**src/rtl/range_frame_sequencer.sv**
```systemverilog
// Frame buffer between a sporadic valid/ready source and the range finder.
// Collects one frame of samples, then replays it as a gap-free burst.
module range_frame_sequencer #(
    parameter int WIDTH = 8,
    parameter int DEPTH = 16
) (
    input  logic             clock,
    input  logic             reset,
    input  logic [WIDTH-1:0] in_data,
    input  logic             in_valid,
    input  logic             in_last,
    output logic             in_ready,
    output logic [WIDTH-1:0] out_data,
    output logic             out_go,
    output logic             out_finish,
    output logic             busy,
    output logic             trunc_err,
    input  logic             err_clear,
    output logic [7:0]       frame_cnt
);

    // state   | meaning
    // S_IDLE  | buffer empty, accepting
    // S_FILL  | at least one sample held, accepting
    // S_BURST | replaying frame; first cycle is the register-fill slot

    localparam int AW = $clog2(DEPTH);
    localparam int CW = AW + 1;

    typedef enum logic [1:0] {
        S_IDLE,
        S_FILL,
        S_BURST
    } state_t;

    state_t state, state_nxt;

    logic [WIDTH-1:0] mem [DEPTH];
    logic [AW-1:0]    wr_ptr;
    logic [AW-1:0]    rd_ptr;
    logic [CW-1:0]    count;

    logic accept;
    logic fills_buffer;
    logic close;
    logic last_rd;
    logic burst_done;

    assign in_ready     = (state != S_BURST);
    assign busy         = (state == S_BURST);
    assign accept       = in_valid & in_ready;
    assign fills_buffer = (count == CW'(DEPTH - 1));
    assign close        = accept & (in_last | fills_buffer);
    assign last_rd      = (({1'b0, rd_ptr} + CW'(1)) == count);
    // out_finish being high means the final sample is on the port this cycle
    assign burst_done   = (state == S_BURST) & out_finish;

    always_ff @(posedge clock or posedge reset) begin
        if (reset) begin
            state <= S_IDLE;
        end else begin
            state <= state_nxt;
        end
    end

    always_comb begin
        state_nxt = state;
        case (state)
            S_IDLE: begin
                if (close) begin
                    state_nxt = S_BURST;
                end else if (accept) begin
                    state_nxt = S_FILL;
                end
            end
            S_FILL: begin
                if (close) begin
                    state_nxt = S_BURST;
                end
            end
            S_BURST: begin
                if (burst_done) begin
                    state_nxt = S_IDLE;
                end
            end
            default: state_nxt = S_IDLE;
        endcase
    end

    always_ff @(posedge clock) begin
        if (accept) begin
            mem[wr_ptr] <= in_data;
        end
    end

    always_ff @(posedge clock or posedge reset) begin
        if (reset) begin
            wr_ptr <= '0;
            count  <= '0;
        end else if (burst_done) begin
            wr_ptr <= '0;
            count  <= '0;
        end else if (accept) begin
            wr_ptr <= wr_ptr + AW'(1);
            count  <= count + CW'(1);
        end
    end

    always_ff @(posedge clock or posedge reset) begin
        if (reset) begin
            rd_ptr     <= '0;
            out_data   <= '0;
            out_go     <= 1'b0;
            out_finish <= 1'b0;
        end else if (state == S_BURST && !out_finish) begin
            out_data   <= mem[rd_ptr];
            out_go     <= (rd_ptr == '0);
            out_finish <= last_rd;
            rd_ptr     <= rd_ptr + AW'(1);
        end else begin
            if (burst_done) begin
                rd_ptr <= '0;
            end
            out_data   <= '0;
            out_go     <= 1'b0;
            out_finish <= 1'b0;
        end
    end

    always_ff @(posedge clock or posedge reset) begin
        if (reset) begin
            frame_cnt <= '0;
        end else if (burst_done) begin
            frame_cnt <= frame_cnt + 8'd1;
        end
    end

    // An auto-close on the same edge as err_clear must still flag the error
    always_ff @(posedge clock or posedge reset) begin
        if (reset) begin
            trunc_err <= 1'b0;
        end else if (accept && fills_buffer && !in_last) begin
            trunc_err <= 1'b1;
        end else if (err_clear) begin
            trunc_err <= 1'b0;
        end
    end

endmodule

```
**config.mk**
```make
export PLATFORM = sky130hd
export DESIGN_NAME = range_frame_sequencer
export DESIGN_NICKNAME = d
export VERILOG_FILES = /design/src/rtl/range_frame_sequencer.sv
export SDC_FILE = /design/constraint.sdc
export NUM_CORES = 1
export LEC_CHECK = 0
export ABC_CLOCK_PERIOD_IN_PS = 4500
export CORE_ASPECT_RATIO = 1.5
export CORE_MARGIN = 8
export CORE_UTILIZATION = 40
export CTS_BUF_LIST = sky130_fd_sc_hd__clkbuf_16
export CTS_CLUSTER_SIZE = 12
export DETAILED_ROUTE_END_ITERATION = 8
export GPL_TIMING_DRIVEN = 1
export PLACE_DENSITY = 0.68
export SYNTH_ARGS = -nofsm -noshare
export SYNTH_HDL_FRONTEND = slang
export SYNTH_SLANG_ARGS = --single-unit
```
**constraint.sdc**
```tcl
create_clock -name clock -period 4.5 [get_ports clock]
set_input_delay 1.125 -clock clock [delete_from_list [all_inputs] [get_ports clock]]
set_output_delay 1.125 -clock clock [all_outputs]
set_load 0.005 [all_outputs]
```
### Yosys cells after proc, flatten, opt, wreduce, memory -nomap -nowiden

Memories as Yosys holds them, arrays and structs flattened.
Cells that the tools add are included.

* register bits after elaboration: 34
* RAM bits: 128
* input port bits: 13
* output and inout bits: 21
* word-level logic and storage cells: 56
* memories: 1

Memories
* mem: words 16, width 8, read ports 1, clocked after memory_dff 0, wr ports 1, RTL line 38 `logic [WIDTH-1:0] mem [DEPTH];`

* $add $sub $neg: 5
* equality and inequality tests: 8
* multiplexer cells: 18
* bitwise logic cells: 4
* reduce and logical (&&, ||, !) cells: 11

Operator list (number)
* $mux 4: 4
* $mux 5: 2
* $add 4x1->4 const B: 2
* $add 8x1->8 const B: 1
* $mux 2: 4
* $mux 8: 1
* $mux 1: 6
* $pmux 2 s3: 1
* $reduce_bool 2->1: 3
* $add 4x1->5 const B: 1
* $add 5x1->5 const B: 1
* $eq 5x4->1 const B: 1
* $eq 5x5->1: 1
* $logic_not 4->1: 1
* $ne 2x2->1 const B: 2
* $and 1x1->1: 3
* $logic_and 1x1->1: 3
* $ne 3x3->1 const B: 1
* $reduce_and 3->1: 1
* $eq 2x1->1 const B: 1
* $eq 2x2->1 const B: 1
* $logic_not 1->1: 2
* $logic_not 2->1: 1
* $ne 2x1->1 const B: 1
* $or 1x1->1: 1

### Longest topological paths before layout

* depth in word-level cells: 5
* depth in mapped cells: 7

### Worst setup path after synthesis

OpenSTA, ideal clock, no wires.

* path kind: input -> register
* from: input port in_valid
* to: memory mem[2][0], enable pin
* data arrival time: 2.111 ns
* data required time: 4.105 ns
* setup slack: 1.995 ns
* cell stages on the path: 2
* cell sequence: nand2_1 nor4_1

* longest elaborated chain between the ends: 3

RTL lines
* start, declared: RTL line 10 `input logic in_valid,`
* $and 1x1->1: RTL line 51 `assign accept = in_valid & in_ready;`
* $mux 1: RTL line 91 `if (accept) begin`
* $mux 1 (implied by the code): RTL line 92 `mem[wr_ptr] <= in_data;`
* end, declared: RTL line 38

Every way passes these cells.

### Worst setup path after layout

* from: register state[0]
* to: output port busy

* longest elaborated chain between the ends: 1

RTL lines
* start, declared: RTL line 36 `state_t state, state_nxt;`
* start signal, assigned: RTL line 62 `state <= state_nxt;`
* $eq 2x2->1: RTL line 50 `assign busy = (state == S_BURST);`
* end, declared: RTL line 16 `output logic busy,`

Every way passes these cells.

==> key figures <==
Status
  • Outcome: completed

Global route
  • Gr ovfl total: 0
  • Gr busiest metal: met2
  • GR Util met2: 24.06%
  • Vias in the first global route: 3,814
  • Met1 Usage GRT: 14.30%
  • Met3 Usage GRT: 3.150%
  • GRT Total Usage: 13.57%
  • Largest net degree at the start of global routing: 44
  • First-pass GRT wire length: 21.16 mm
  • Initial antenna violation count: 0

Setup path
  • Crit path cell chain: nand2b_1 > inv_1 > clkdlybuf4s50_1
  • Crit path DAT: 2.04 ns
  • Nature of the critical path startpoint: flop
  • Crit path required time: 3.38 ns
  • Setup crit end kind: output port
  • Crit Path Max Fanout: 19
  • CP Class: flop to output port
  • Slowest-stage cell, CP: clkdlybuf4s50_1
  • CP max stage delay: 0.53 ns

Route
  • Via density: 5.377
  • DR WL/cell: 20.89 um
  • Residual DRC: 0
  • Initial drt markers: 195
  • Pre-antenna DRT Iters: 4
  • Antenna-violating nets left: 0
  • Final WL: 13.87 mm
  • DR vias: 3,570

Synth
  • Sequential fraction of the synthesis area: 70.13%
  • Synth area leaders: edfxtp_1 57%, dfrtp_1 13%, mux2i_1 4.8%, mux2_2 2.7%, mux4_1 2.0%
  • Synth area leader: edfxtp_1
  • Flops & latches, synth: 162
  • Avg Inst Size Synth: 16.45 um2
  • Syn Nets: 429
  • Area share of the leading cell type in the synthesized netlist: 57.42%
  • YS warnings: 0
  • Area of the mapped netlist: 6694 um2
  • Cells after synthesis: 407
  • Post-synth cell types: 45

Clocking
  • Level count of the clock H-tree: 4
  • Maximum clock path buffer count: 2
  • CTS tree: built
  • Clk sinks: 162
  • Root buffer cell: clkbuf_16
  • Post-CTS Hold Buffers: 0
  • CTS-repair resized insts: 0
  • CTS clk-pin slew, worst paths: 0.07 ns
  • Total CTS buffers: 17
  • Skew-Pair Late Insertion Delay: 0.43 ns
  • Post-CTS setup buffer count: 0

STA
  • Min Tclk post-route: 3.162 ns
  • Fmax: 316.3 MHz
  • Slew headroom: 27.75%
  • RSZ-0062 raised after global routing: no
  • Final setup TNS: 0 ns
  • Worst hold slack: 0.4824 ns
  • Final setup viols: 0
  • Worst Max-Slew Pin Slew: 1.084 ns
  • Final cycle utilization of the critical path: 70.26%
  • Skew final: 0.008670 ns
  • Max-slew violation total from the final report: 0
  • Final Hold Fails: 0

Pwr
  • Leakage power: 2.739 nW
  • Worst IR Drop VDD: 0.0005897 V
  • Total power divided by cell area: 599.2 nW/um2

Floorplan
  • Row count: 58
  • Die area: 21,220 um2
  • Initial Util: 40.28%
  • Die height: 174.4 um
  • Core area: 16,620 um2
  • IO Pins: 34
  • Die X: 121.6 um

Placement
  • Routability Congestion: 0.8493
  • DP Wirelength: 9.456 mm
  • PortBufs: 33

Final layout
  • Layout cells sized above 1: 14.76%
  • Area Overhead vs Synth: 16.13%
  • ANT cells: 0
  • # fillers: 1,375
  • Nets: 463
  • Final Util: 46.78%

Min path
  • Worst min-delay path class: flop to flop

Job
  • Max-cap violations: 0
synthesized netlist by cell type (all sizes together):
cell type	n
nor2	13
and3	3
or3	1
a22oi	7
nand3	14
o221ai	1
dfrtp	34
xnor2	10
mux4	10
o22ai	8
and3b	1
xor2	6
nand2b	8
a22o	7
nand3b	1
a32o	2
nand4	6
mux2	16
mux2i	32
and2	9
and4	1
nor2b	3
or2b	1
nand2	9
o21ai	10
nor3	1
ha	9
edfxtp	128
o2111ai	1
a21oi	3
clkbuf	5
buf	16
nor4	4
o31ai	7
nor3b	5
inv	14
o32ai	1
where the power goes:
group          switching (mW)  internal, mW  leakage [nW]  total [mW]
Sequential              0.267          1.80          1.59        2.06
Combinational           0.609         0.583         0.870        1.19
Clock                   0.581         0.820         0.277        1.40
path summary, 6_finish.rpt:
| path | from | end | slack, ns | cells past startpoint |
|---|---|---|---|---|
| hold reg to reg | frame_cnt[7] | frame_cnt[7] | 0.48 | 1 |
| max in group asynchronous | reset | out_data[5] | 2.56 | 3 |
| setup / recovery | state[0] | busy | 1.34 | 3 |
| hold / removal | frame_cnt[7] | frame_cnt[7] | 0.48 | 1 |
| setup reg to reg | state[0] | mem[7][1] | 1.80 | 4 |
| min in group asynchronous | reset | trunc_err | 1.22 | 2 |
per-stage QoR:
step | power (mW) | setup WS (ns) | cells | cell area [um2]
4_1_cts | 4.687 | 1.332 | 664 | 7774
3_3_place_gp | 3.265 | 1.050 | 632 | 7191
2_1_floorplan | 2.916 | 1.995 | 407 | 6694
3_5_place_dp | 3.295 | 1.034 | 632 | 7191
5_1_grt | 4.868 | 1.227 | 664 | 7774
6_report | 4.658 | 1.338 | 664 | 7774
metal layers:
metal / up-vias / part of all wire, %
met5: - / 0
met4: 0 / 3.5
met3: 32 / 4.8
met2: 111 / 53
met1: 1795 / 39
li1: 1632 / -
critical path, delay by kind of cell (launching register included):
| kind | cells | cell delay [ns] |
|---|---|---|
| buffers and inverters | 2 | 0.75 |
| flip-flops | 1 | 0.40 |
| AND/OR/NAND/NOR | 1 | 0.46 |
logic make-up (layout without fill, tap and decap cells):
kind of cell | Yosys count | count (layout) | share of synthesized area, %
multiplexers | 58 | 58 | 11.12
adder cells (fa/ha/maj) | 9 | 9 | 1.682
buffers and inverters | 35 | 82 | 2.860
flip-flops | 162 | 162 | 70.13
AO/OA/AOI/OAI | 47 | 47 | 5.420
XOR/XNOR | 16 | 16 | 2.093
AND/OR/NAND/NOR | 80 | 80 | 6.692
registers in the layout, summed over array words and instances, names as in the netlist:
signal,count
trunc_err,1
mem,128
count,5
out_data,8
frame_cnt,8
state,2
out_go,1
wr_ptr,4
rd_ptr,4
out_finish,1
cells in the final DEF (no fill, tap or decap), types with 7 or more instances in the layout:
cell type,instances
a22o_1,7
nand2b_1,8
and2_1,9
o31ai_2,7
clkbuf_16,17
nor2_1,12
o21ai_0,9
edfxtp_1,128
inv_1,15
o22ai_1,8
mux2i_1,32
mux2_2,16
a22oi_1,7
xnor2_1,10
ha_1,9
dfrtp_1,33
nand2_1,9
clkdlybuf4s50_1,33
nand3_1,14
area by class of cell:
class	count	area, um2	share of cell area, %
timing repair buffer	36	352.8	4.539
clock inverter	15	157.7	2.028
multi-input combinational	210	1827	23.50
tap	210	262.8	3.380
clock buffer	17	425.4	5.472
sequential	162	4696	60.41
inverter	14	52.55	0.6760
No activity file was read; power rests on OpenSTA's default activity.
